File: src/rtl/uart_tx_top.sv
// 8N1 UART transmitter: start bit, 8 data bits LSB first, stop bit; line idles high.
// The baud counter, bit counter, shift register and frame FSM are all local to this module.
module uart_tx_top #(
    parameter int CLK_FREQ = 100_000_000,
    parameter int BAUD     = 9600
) (
    input  logic       clk,
    input  logic       tx_rst,
    input  logic       tx_en,
    input  logic       tx_start,
    input  logic [7:0] data_in,
    output logic       tx,
    output logic       busy,
    output logic       done
);

    localparam int CLKS_PER_BIT = CLK_FREQ / BAUD;
    localparam int CNT_W        = (CLKS_PER_BIT > 2) ? $clog2(CLKS_PER_BIT) : 1;
    localparam logic [CNT_W-1:0] BAUD_LAST = CNT_W'(CLKS_PER_BIT - 1);

    typedef enum logic [1:0] {
        IDLE  = 2'd0,
        START = 2'd1,
        DATA  = 2'd2,
        STOP  = 2'd3
    } state_t;

    state_t           state, state_n;
    logic [CNT_W-1:0] baud_cnt, baud_n;
    logic [2:0]       bit_cnt, bit_n;
    logic [7:0]       shift, shift_n;
    logic             tx_q, tx_n;
    logic             busy_q, busy_n;
    logic             done_q, done_n;
    logic             bit_end;
    logic             accept;

    assign bit_end = (baud_cnt == BAUD_LAST);
    assign accept  = tx_en & tx_start;

    always_ff @(posedge clk) begin
        if (tx_rst) begin
            state    <= IDLE;
            baud_cnt <= '0;
            bit_cnt  <= '0;
            shift    <= '0;
            tx_q     <= 1'b1;
            busy_q   <= 1'b0;
            done_q   <= 1'b0;
        end else begin
            state    <= state_n;
            baud_cnt <= baud_n;
            bit_cnt  <= bit_n;
            shift    <= shift_n;
            tx_q     <= tx_n;
            busy_q   <= busy_n;
            done_q   <= done_n;
        end
    end

    always_comb begin
        state_n = state;
        baud_n  = baud_cnt;
        bit_n   = bit_cnt;
        shift_n = shift;
        tx_n    = tx_q;
        busy_n  = busy_q;
        done_n  = 1'b0;

        case (state)
            IDLE: begin
                tx_n   = 1'b1;
                busy_n = 1'b0;
                if (accept) begin
                    state_n = START;
                    shift_n = data_in;
                    baud_n  = '0;
                    bit_n   = '0;
                    tx_n    = 1'b0;
                    busy_n  = 1'b1;
                end
            end

            START: begin
                busy_n = 1'b1;
                if (bit_end) begin
                    state_n = DATA;
                    baud_n  = '0;
                    tx_n    = shift[0];
                end else begin
                    baud_n = baud_cnt + 1'b1;
                end
            end

            DATA: begin
                if (bit_end) begin
                    baud_n = '0;
                    if (bit_cnt == 3'd7) begin
                        state_n = STOP;
                        tx_n    = 1'b1;
                    end else begin
                        bit_n   = bit_cnt + 1'b1;
                        shift_n = {1'b0, shift[7:1]};
                        tx_n    = shift[1];
                    end
                end else begin
                    baud_n = baud_cnt + 1'b1;
                end
            end

            STOP: begin
                if (bit_end) begin
                    baud_n = '0;
                    busy_n = 1'b0;
                    done_n = 1'b1;
                    // A request seen on the stop-bit boundary starts the next frame on
                    // this same edge so held-high tx_start streams with no idle gap;
                    // busy rises one cycle later to keep it disjoint from done.
                    if (accept) begin
                        state_n = START;
                        shift_n = data_in;
                        bit_n   = '0;
                        tx_n    = 1'b0;
                    end else begin
                        state_n = IDLE;
                        tx_n    = 1'b1;
                    end
                end else begin
                    baud_n = baud_cnt + 1'b1;
                end
            end

            default: begin
                state_n = IDLE;
                tx_n    = 1'b1;
                busy_n  = 1'b0;
            end
        endcase
    end

    assign tx   = tx_q;
    assign busy = busy_q;
    assign done = done_q;

endmodule

File: config.mk
export PLATFORM = sky130hd
export DESIGN_NAME = uart_tx_top
export DESIGN_NICKNAME = d
export VERILOG_FILES = /design/src/rtl/uart_tx_top.sv
export SDC_FILE = /design/constraint.sdc
export NUM_CORES = 1
export LEC_CHECK = 0
export BUFFER_PORTS_ARGS = -buffer_cell sky130_fd_sc_hd__buf_2
export CAP_MARGIN = 20
export CORE_UTILIZATION = 40
export CTS_CLUSTER_SIZE = 14
export DETAILED_ROUTE_END_ITERATION = 6
export SYNTH_ARGS = -nofsm -noshare
export SYNTH_HDL_FRONTEND = slang
export SYNTH_SLANG_ARGS = --single-unit
export TNS_END_PERCENT = 1
File: constraint.sdc
create_clock -name clk -period 4.9 [get_ports clk]
set_input_delay 0.98 -clock clk [delete_from_list [all_inputs] [get_ports clk]]
set_output_delay 0.98 -clock clk [all_outputs]
set_load 0.05 [all_outputs]
## After elaboration in Yosys (flattened, before gate mapping)

Index checks and enable logic that the tools add are counted.

| storage, ports and cells | value |
|---|---|
| input bits | 12 |
| word-level logic and storage cells | 61 |
| bits in registers | 30 |
| output and inout port bits | 3 |

| cells by class | value |
|---|---|
| bitwise logic cells | 2 |
| multiplexer cells | 30 |
| $add $sub $neg | 2 |
| eq/ne operators | 11 |
| reductions and logical operators | 9 |

Operator list:

| cell | number |
|---|---|
| 2-to-1 mux 8 bit | 4 |
| 2-to-1 mux 14 bit | 2 |
| one-hot mux 14 bit (2 select lines) | 1 |
| one-hot mux 8 bit (3 select lines) | 1 |
| adder 14 x 1 -> 14 bit, second input constant | 1 |
| equality test 14 bit, second input constant | 1 |
| 2-to-1 mux 3 bit | 4 |
| != test 2 bit, second input constant | 6 |
| 2-to-1 mux 2 bit | 5 |
| 2-to-1 mux 1 bit | 9 |
| one-hot mux 3 bit (3 select lines) | 1 |
| one-hot mux 2 bit (4 select lines) | 1 |
| nonzero test 3 bit | 2 |
| AND reduction 5 bit | 1 |
| equality test 2 bit, second input constant | 2 |
| one-hot mux 1 bit (4 select lines) | 1 |
| AND reduction 4 bit | 1 |
| adder 3 x 1 -> 3 bit, second input constant | 1 |
| equality test 3 bit, second input constant | 1 |
| one-hot mux 1 bit (3 select lines) | 1 |
| AND reduction 3 bit | 1 |
| OR reduction 3 bit | 1 |
| equality test 2 x 1 -> 1 bit, second input constant | 1 |
| zero test 2 bit | 1 |
| 4 further kinds | 4 |

## Depth between registers and ports, before layout

Gate-level depths: netlist of run 1.

| logic depth | value |
|---|---|
| depth after elaboration | 4 |
| depth in mapped cells | 8 |
| gate-level depth less buffers | 6 |

## Worst setup path before layout of run 1

No wires, ideal clock.

| timing | value |
|---|---|
| kind | input-to-reg |
| from | in tx_en |
| to | reg bit_cnt[1] |
| buffers on the path | 1 |
| setup slack | 2.707 ns |
| cell stages on the path | 5 |
| arrival | 2.121 ns |
| library setup time | 0.072 ns |
| data required time | 4.828 ns |
| cells stage by stage | nand2_1 -> nor3_1 -> o22a_2 -> buf_6 -> mux2i_1 |

| between the ends | value |
|---|---|
| longest elaborated chain between the ends | 4 |

RTL lines:

| element | line | RTL |
|---|---|---|
| from (decl) | 9 | `input logic tx_en,` |
| bitwise AND 1 bit * | 39 | `assign accept = tx_en & tx_start;` |
| 2-to-1 mux 3 bit * | n/a |  |
| 2-to-1 mux 3 bit | n/a |  |
| one-hot mux 3 bit (3 select lines) * | n/a |  |
| to (signal assigned) | 53 | `bit_cnt <= bit_n;` |
| to (decl) | 30 | `logic [2:0] bit_cnt, bit_n;` |

Every way passes the cells marked *; elsewhere a longest branch is shown, timed or not. The select of a mux whose other input is x is not followed.
A chain may end at the register's enable or synchronous reset.

## Final worst setup path of run 1

| timing | value |
|---|---|
| from | reg state[0] |
| to | reg bit_cnt[0] |

| between the ends | value |
|---|---|
| longest elaborated chain between the ends | 3 |
| elaborated cells between the ends (all ways) | 9 |
| classes of those cells | 5 x eq/ne; 1 x mux; 3 x reduce/logical |

RTL lines:

| element | line | RTL |
|---|---|---|
| from (decl) | 28 | `state_t state, state_n;` |
| from (signal assigned) | 51 | `state <= state_n;` |
| equality test 2 bit or zero test 2 bit (tied branches) | 70 | `case (state)` |
| != test 2 bit (no line) or nonzero test 3 bit (tied branches) | n/a |  |
| AND reduction 4 bit (no line) | n/a |  |

Parallel ways exist; a longest one is shown, timed or not.

==> impl_metrics.yaml, run 1 <==
global_routing:
  overflow: 0
  grt_usage: 0.197
  grt_pass1_vias: 1451
  grt_max_degree: 24
  grt_pass1_wl_mm: 6.78
  antenna_found_initial: 0
timing:
  relSlewSlack: 0.416
  final-hold-violation-count: 0
  fmax_ghz: 0.394
  slew_violations: 0
  setup_viol: 0
  worstMarginPinSlew_ns: 0.870
  skew_ns: 0.00747
  fin_setup_tns_ns: 0
  period_needed_ns: 2.54
  period_share: 0.518
  rsz0062_at_grt: "false"
  worst_slack_ns: 2.36
setup_path:
  crit-reg2reg-launch: "state[0]"
  path_class: "flip-flop to flip-flop"
  slowest_delay_ns: 0.82
  path_max_fanout: 17
  cp_slowest_cell: "nor3_1"
  crit_required_ns: 5.11
  critPathLaunch: "state[0]"
  crit_path_cell_trace: "inv_1, ha_1, nor3_1, o22a_2, mux2i_1"
  cp-start-kind: "flip-flop"
  end_kind: "flip-flop"
  crit_arrival_ns: 2.74
routing:
  postRouteAntennaNets: 0
  num_vias: 1544
  viasPerCell: 6.23
  first_pass_iters: 4
  avgRoutedWirePerCell_um: 15.9
  dr.first_iter.drc_count: 95
  wirelength_mm: 3.95
  drc: 0
layout:
  fin_nets: 218
  fin_util: 0.459
  n_antenna_cell: 0
  drive_gt1_frac: 0.146
  syn_to_final_growth_pct: 7.09
synth:
  netlist_area_mm2: 0.00177
  synth_enable_flop_cells: 0
  synthArstFlopShare: 0
  synth_warnings: 0
  synthFlopType: "dfxtp_1"
  synth-seq-cells: 30
  synth.lib_cells_used.distinct: 48
  syn_avg_cell_area_um2: 9.29
  syn_nets: 210
  ys_seq_area_frac: 0.340
  syn_inst: 190
power_and_ir_drop:
  powerDensity_mw_per_mm2: 405
  leakage_nw: 0.767
  peakVddDrop_mv: 0.150
floorplan:
  core_area_mm2: 0.00412
  fp-row-count: 23
  initial_core_util: 0.429
  ios: 15
  dieArea_mm2: 0.00468
  die_h_um: 68.4
  dieWidth_um: 68.4
clock_network:
  clk_latency_ns: 0.28
  hold_buffers: 0
  cts.root.buffer_cell: "clkbuf_8"
  cts_max_level: 2
  clk_path_buf_depth: 2
  clkTransAtPathRegs_ns: 0.06
  postCtsResizedCells: 0
  tritoncts: "built"
  clock-sinks: 30
  cts_setup_buffers: 0
  cts_buffers: 5
placement:
  gp_congestion: 0.805
  dpl.hpwl_mm: 2.77
  post-place-ws_ns: 2.30
  io_buffers: 14
run:
  max-cap-violations: 0
run_status:
  status: "finished clean"
min_path:
  hold_path.startpoint: "shift[7]"
  hold_class: "flip-flop to flip-flop"
## per-layer routing
metal,vias up,global-route usage,wire length (µm)
met5,-,0,0
met4,0,0.0781,61
met3,5,0.0550,160
met2,34,0.297,1790
met1,749,0.261,1940
li1,756,-,-
## worst paths after layout
check                to  depth (start not counted)  slack, ns
max          bit_cnt[0]                          5       2.36
min            shift[7]                          2       0.46
min reg2reg    shift[7]                          2       0.46
max reg2reg  bit_cnt[0]                          5       2.36
## metrics by stage
| step | std cells | cell area, µm² | power (mW) | hold WS, ns |
|---|---|---|---|---|
| 5_1_grt | 248 | 1890 | 0.823 | 0.484 |
| 3_3_place_gp | 241 | 1810 | 0.566 | 0.436 |
| 4_1_cts | 248 | 1890 | 0.771 | 0.470 |
| 6_report | 248 | 1890 | 0.766 | 0.463 |
| 3_5_place_dp | 241 | 1810 | 0.579 | 0.459 |
| 2_1_floorplan | 190 | 1770 | 0.516 | 0.428 |
## power by group
| part | leakage, nW | internal, mW | switching [mW] |
|---|---|---|---|
| clock | 0.0383 | 0.0975 | 0.0899 |
| sequential | 0.243 | 0.272 | 0.0222 |
| combinational | 0.485 | 0.105 | 0.180 |
## kinds of logic (layout without fill, tap and decap cells)
group,after synthesis,in the layout,share of synthesized area
buffers and inverters,18,26,0.0581
adder cells (fa/ha/maj),8,8,0.0567
XOR/XNOR,1,1,0.00496
flip-flops,30,30,0.340
AND/OR/NAND/NOR,64,64,0.213
multiplexers,13,13,0.0737
AO/OA/AOI/OAI,56,56,0.254
## synth_stat cells, types with 5 or more instances
master    number  area (µm²)
dfxtp_1       30         601
nand2_1       19        71.3
mux2i_1       13         130
nand3_1       13        65.1
o211a_1        9        90.1
a31oi_1        8        50.1
ha_1           8         100
a21oi_1        7        35.0
clkbuf_1       7        26.3
o221ai_1       7        61.3
a41oi_1        5        43.8
inv_1          5        18.8
nor2_1         5        18.8
## layout make-up
class                   instances  area [µm²]
fillers                       396        2220
multi-input cells             142        1060
flip-flops and latches         30         601
clock buffers                   7        76.3
repair buffers                 14        70.1
well taps                      50        62.6
inverters                       5        18.8
## sequential cells by signal, summed over array words and instances (netlist names)
| signal | count |
|---|---|
| baud_cnt | 14 |
| done | 1 |
| state | 2 |
| bit_cnt | 3 |
| shift | 8 |
| busy | 1 |
| tx | 1 |
## worst max-delay path: cells and delay by family, from the launching register on
family                     cells  cell delay, ns
and+or+nand+nor                1            0.82
adders and majority gates      1            0.50
AOI/OAI and AO/OA              1            0.40
DFF                            1            0.38
muxes                          1            0.22
buffers and inverters          1            0.14
## placed cells by master, fill, tap and decap left out, types with 4 or more instances in the layout
cell,n
mux2i_1,13
a41oi_1,5
nand3_1,13
ha_1,8
o211a_1,9
buf_2,14
inv_1,5
nor2_1,5
nand2_1,19
a31oi_1,8
a21oi_1,7
dfxtp_1,30
clkbuf_8,5
o221ai_1,7
nand4_1,4
(Power assumes the default switching activity.)
==> inputs of run 2 (changes only) <==
--- a/config.mk
+++ b/config.mk
@@ -5,6 +5,7 @@
 export SDC_FILE = /design/constraint.sdc
 export NUM_CORES = 1
 export LEC_CHECK = 0
+export ABC_AREA = 1
 export BUFFER_PORTS_ARGS = -buffer_cell sky130_fd_sc_hd__buf_2
 export CAP_MARGIN = 20
 export CORE_UTILIZATION = 40
==> constraint.sdc (replaced) <==
create_clock -name clk -period 2.1 [get_ports clk]
set_input_delay 0.42 -clock clk [delete_from_list [all_inputs] [get_ports clk]]
set_output_delay 0.42 -clock clk [all_outputs]
set_load 0.05 [all_outputs]
==> run 2 against run 1 <==
  * Flip-flop and latch count unchanged
  * Highest routed layer unchanged
  * Largest cell class unchanged
  * Core utilization increased by 0.91 points
  * Clock skew decreased by 0.0042 ns
  * Sequential power increased by 140%
  * Hold slack got worse by 0.063 ns
  * Die area increased by 0.20%
  * Clock-buffer cell count decreased by 1
  * Non-clock buffer count increased by 3
  * Register-to-register slack got worse by 2.0 ns
  * Critical path type unchanged
  * Routed wire length decreased by 7.2%
  * Combinational power increased to 2.9 times the previous value
==> impl_metrics.yaml, run 2 <==
layout:
  top_register: "baud_cnt"
  fin_nets: 297
  drive_gt1_frac: 0.133
  syn_to_final_growth_pct: 8.98
  instances_no_fill: 328
  final_cell_mix: "nand2_1, dfxtp_1, nand3_1, a21oi_1, nor2_1"
  n_antenna_cell: 0
  largestRegisters: "baud_cnt (14), shift (8), bit_cnt (3)"
  largest_register_ffs: 14
  final_common_cell: "nand2_1"
clock_network:
  clk_latency_ns: 0.29
  cts_setup_buffers: 0
  tritoncts: "built"
  clk_path_buf_depth: 2
  clock-sinks: 30
  cts_max_level: 2
  postCtsResizedCells: 0
  clkTransAtPathRegs_ns: 0.07
  cts_buffers: 5
  cts.root.buffer_cell: "clkbuf_8"
  hold_buffers: 0
floorplan:
  dieWidth_um: 68.5
  dieArea_mm2: 0.00469
  ios: 15
  fp-row-count: 23
  initial_core_util: 0.430
  die_h_um: 68.5
  core_area_mm2: 0.00412
setup_path:
  crit_arrival_ns: 1.90
  path_max_fanout: 16
  crit_required_ns: 2.28
  cp-start-kind: "flip-flop"
  end_kind: "flip-flop"
  path_class: "flip-flop to flip-flop"
global_routing:
  grt_max_degree: 19
  grt_pass1_wl_mm: 6.36
  overflow: 0
  antenna_found_initial: 0
  grt_usage: 0.183
  grt_pass1_vias: 1458
timing:
  worstMarginPinSlew_ns: 0.430
  setup_viol: 0
  relSlewSlack: 0.712
  period_needed_ns: 1.72
  final-hold-violation-count: 0
  fmax_ghz: 0.581
  period_share: 0.820
  rsz0062_at_grt: "false"
  fin_setup_tns_ns: 0
  skew_ns: 0.00323
  slew_violations: 0
run_status:
  status: "finished clean"
synth:
  syn_nets: 281
  synth-seq-cells: 30
  synthFlopType: "dfxtp_1"
  synthArstFlopShare: 0
  synthTopCellsByCount: "nand2_1, dfxtp_1, a21oi_1, nand3_1, nor2_1"
  yosysMostFrequentCell: "nand2_1"
  synth.lib_cells_used.distinct: 31
  synth_warnings: 0
  synth_area_leaders: "dfxtp_1, nand2_1, a21oi_1"
  ys_seq_area_frac: 0.339
  syn_avg_cell_area_um2: 6.78
  netlist_area_mm2: 0.00177
  yosys.area.top_type: "dfxtp_1"
  syn_inst: 261
  synth_enable_flop_cells: 0
  synth_top_area_share: 0.339
placement:
  placed_cells: 320
  gp_congestion: 0.789
  io_buffers: 14
  dpl.hpwl_mm: 2.59
power_and_ir_drop:
  leakage_nw: 0.821
  powerDensity_mw_per_mm2: 1060
  peakVddDrop_mv: 0.851
run:
  max-cap-violations: 0
routing:
  postRouteAntennaNets: 0
  dr.first_iter.drc_count: 88
  wirelength_mm: 3.66
  drc: 0
  viasPerCell: 4.98
  avgRoutedWirePerCell_um: 11.2
  num_vias: 1635
  first_pass_iters: 4
min_path:
  hold_class: "input port to flip-flop"
==> run 2: final cells by class <==
class	instances	area, µm²
sequential	30	601
clock inverter	2	12.5
fill	441	2190
multi-input combinational	200	991
tap	50	62.6
timing repair buffer	17	92.6
inverter	23	86.3
clock buffer	6	82.6
==> run 2: cell families after synthesis <==
group / Yosys count / share of synthesized area
DFF: 30 / 0.339
muxes: 1 / 0.00566
buffers and inverters: 31 / 0.100
adders and majority gates: 8 / 0.0566
xor gates and xnor gates: 1 / 0.00495
and+or+nand+nor: 152 / 0.377
AOI/OAI and AO/OA: 38 / 0.116
==> run 2: layer usage <==
layer / global-route usage / wire length (µm) / vias up / share of wire
met5: 0 / 0 / - / 0
met4: 0.0807 / 65 / 0 / 0.018
met3: 0.0510 / 136 / 6 / 0.037
met2: 0.270 / 1540 / 22 / 0.42
met1: 0.247 / 1920 / 725 / 0.52
li1: - / - / 882 / -
==> run 2: stage by stage <==
| stage | util | setup WS [ns] | area [µm²] | power (mW) | hold slack (ns) |
|---|---|---|---|---|---|
| 2_1_floorplan | - | 0.566 | 1770 | 1.42 | 0.439 |
| 3_5_place_dp | 0.445 | 0.394 | 1830 | 1.56 | 0.455 |
| 4_1_cts | 0.469 | 0.381 | 1930 | 2.06 | 0.391 |
| 3_3_place_gp | 0.445 | 0.408 | 1830 | 1.56 | 0.453 |
| 5_1_grt | 0.469 | 0.196 | 1930 | 2.22 | 0.403 |
| 6_report | 0.469 | 0.378 | 1930 | 2.04 | 0.401 |
==> run 2: power by group <==
part	switching (mW)	total [mW]	internal, mW
Sequential	0.0566	0.712	0.655
Combinational	0.557	0.829	0.273
Clock	0.232	0.495	0.263
Total	0.845	2.04	1.19
==> run 2: final timing paths <==
path | to | slack (ns) | from | depth (start not counted)
worst max-delay path | shift[6] | 0.38 | state[1] | 8
worst min-delay path | baud_cnt[1] | 0.40 | tx_rst | 2
worst max register to register | shift[6] | 0.38 | state[1] | 8
worst min register to register | shift[5] | 0.46 | shift[5] | 2
==> run 2: critical path: stages (launching register included) <==
cell     delay, ns
dfxtp_1       0.41
inv_1         0.12
ha_1          0.33
inv_1         0.08
nand3_1       0.11
nand2_4       0.18
nand2_1       0.20
nand2_1       0.11
a21oi_1       0.06
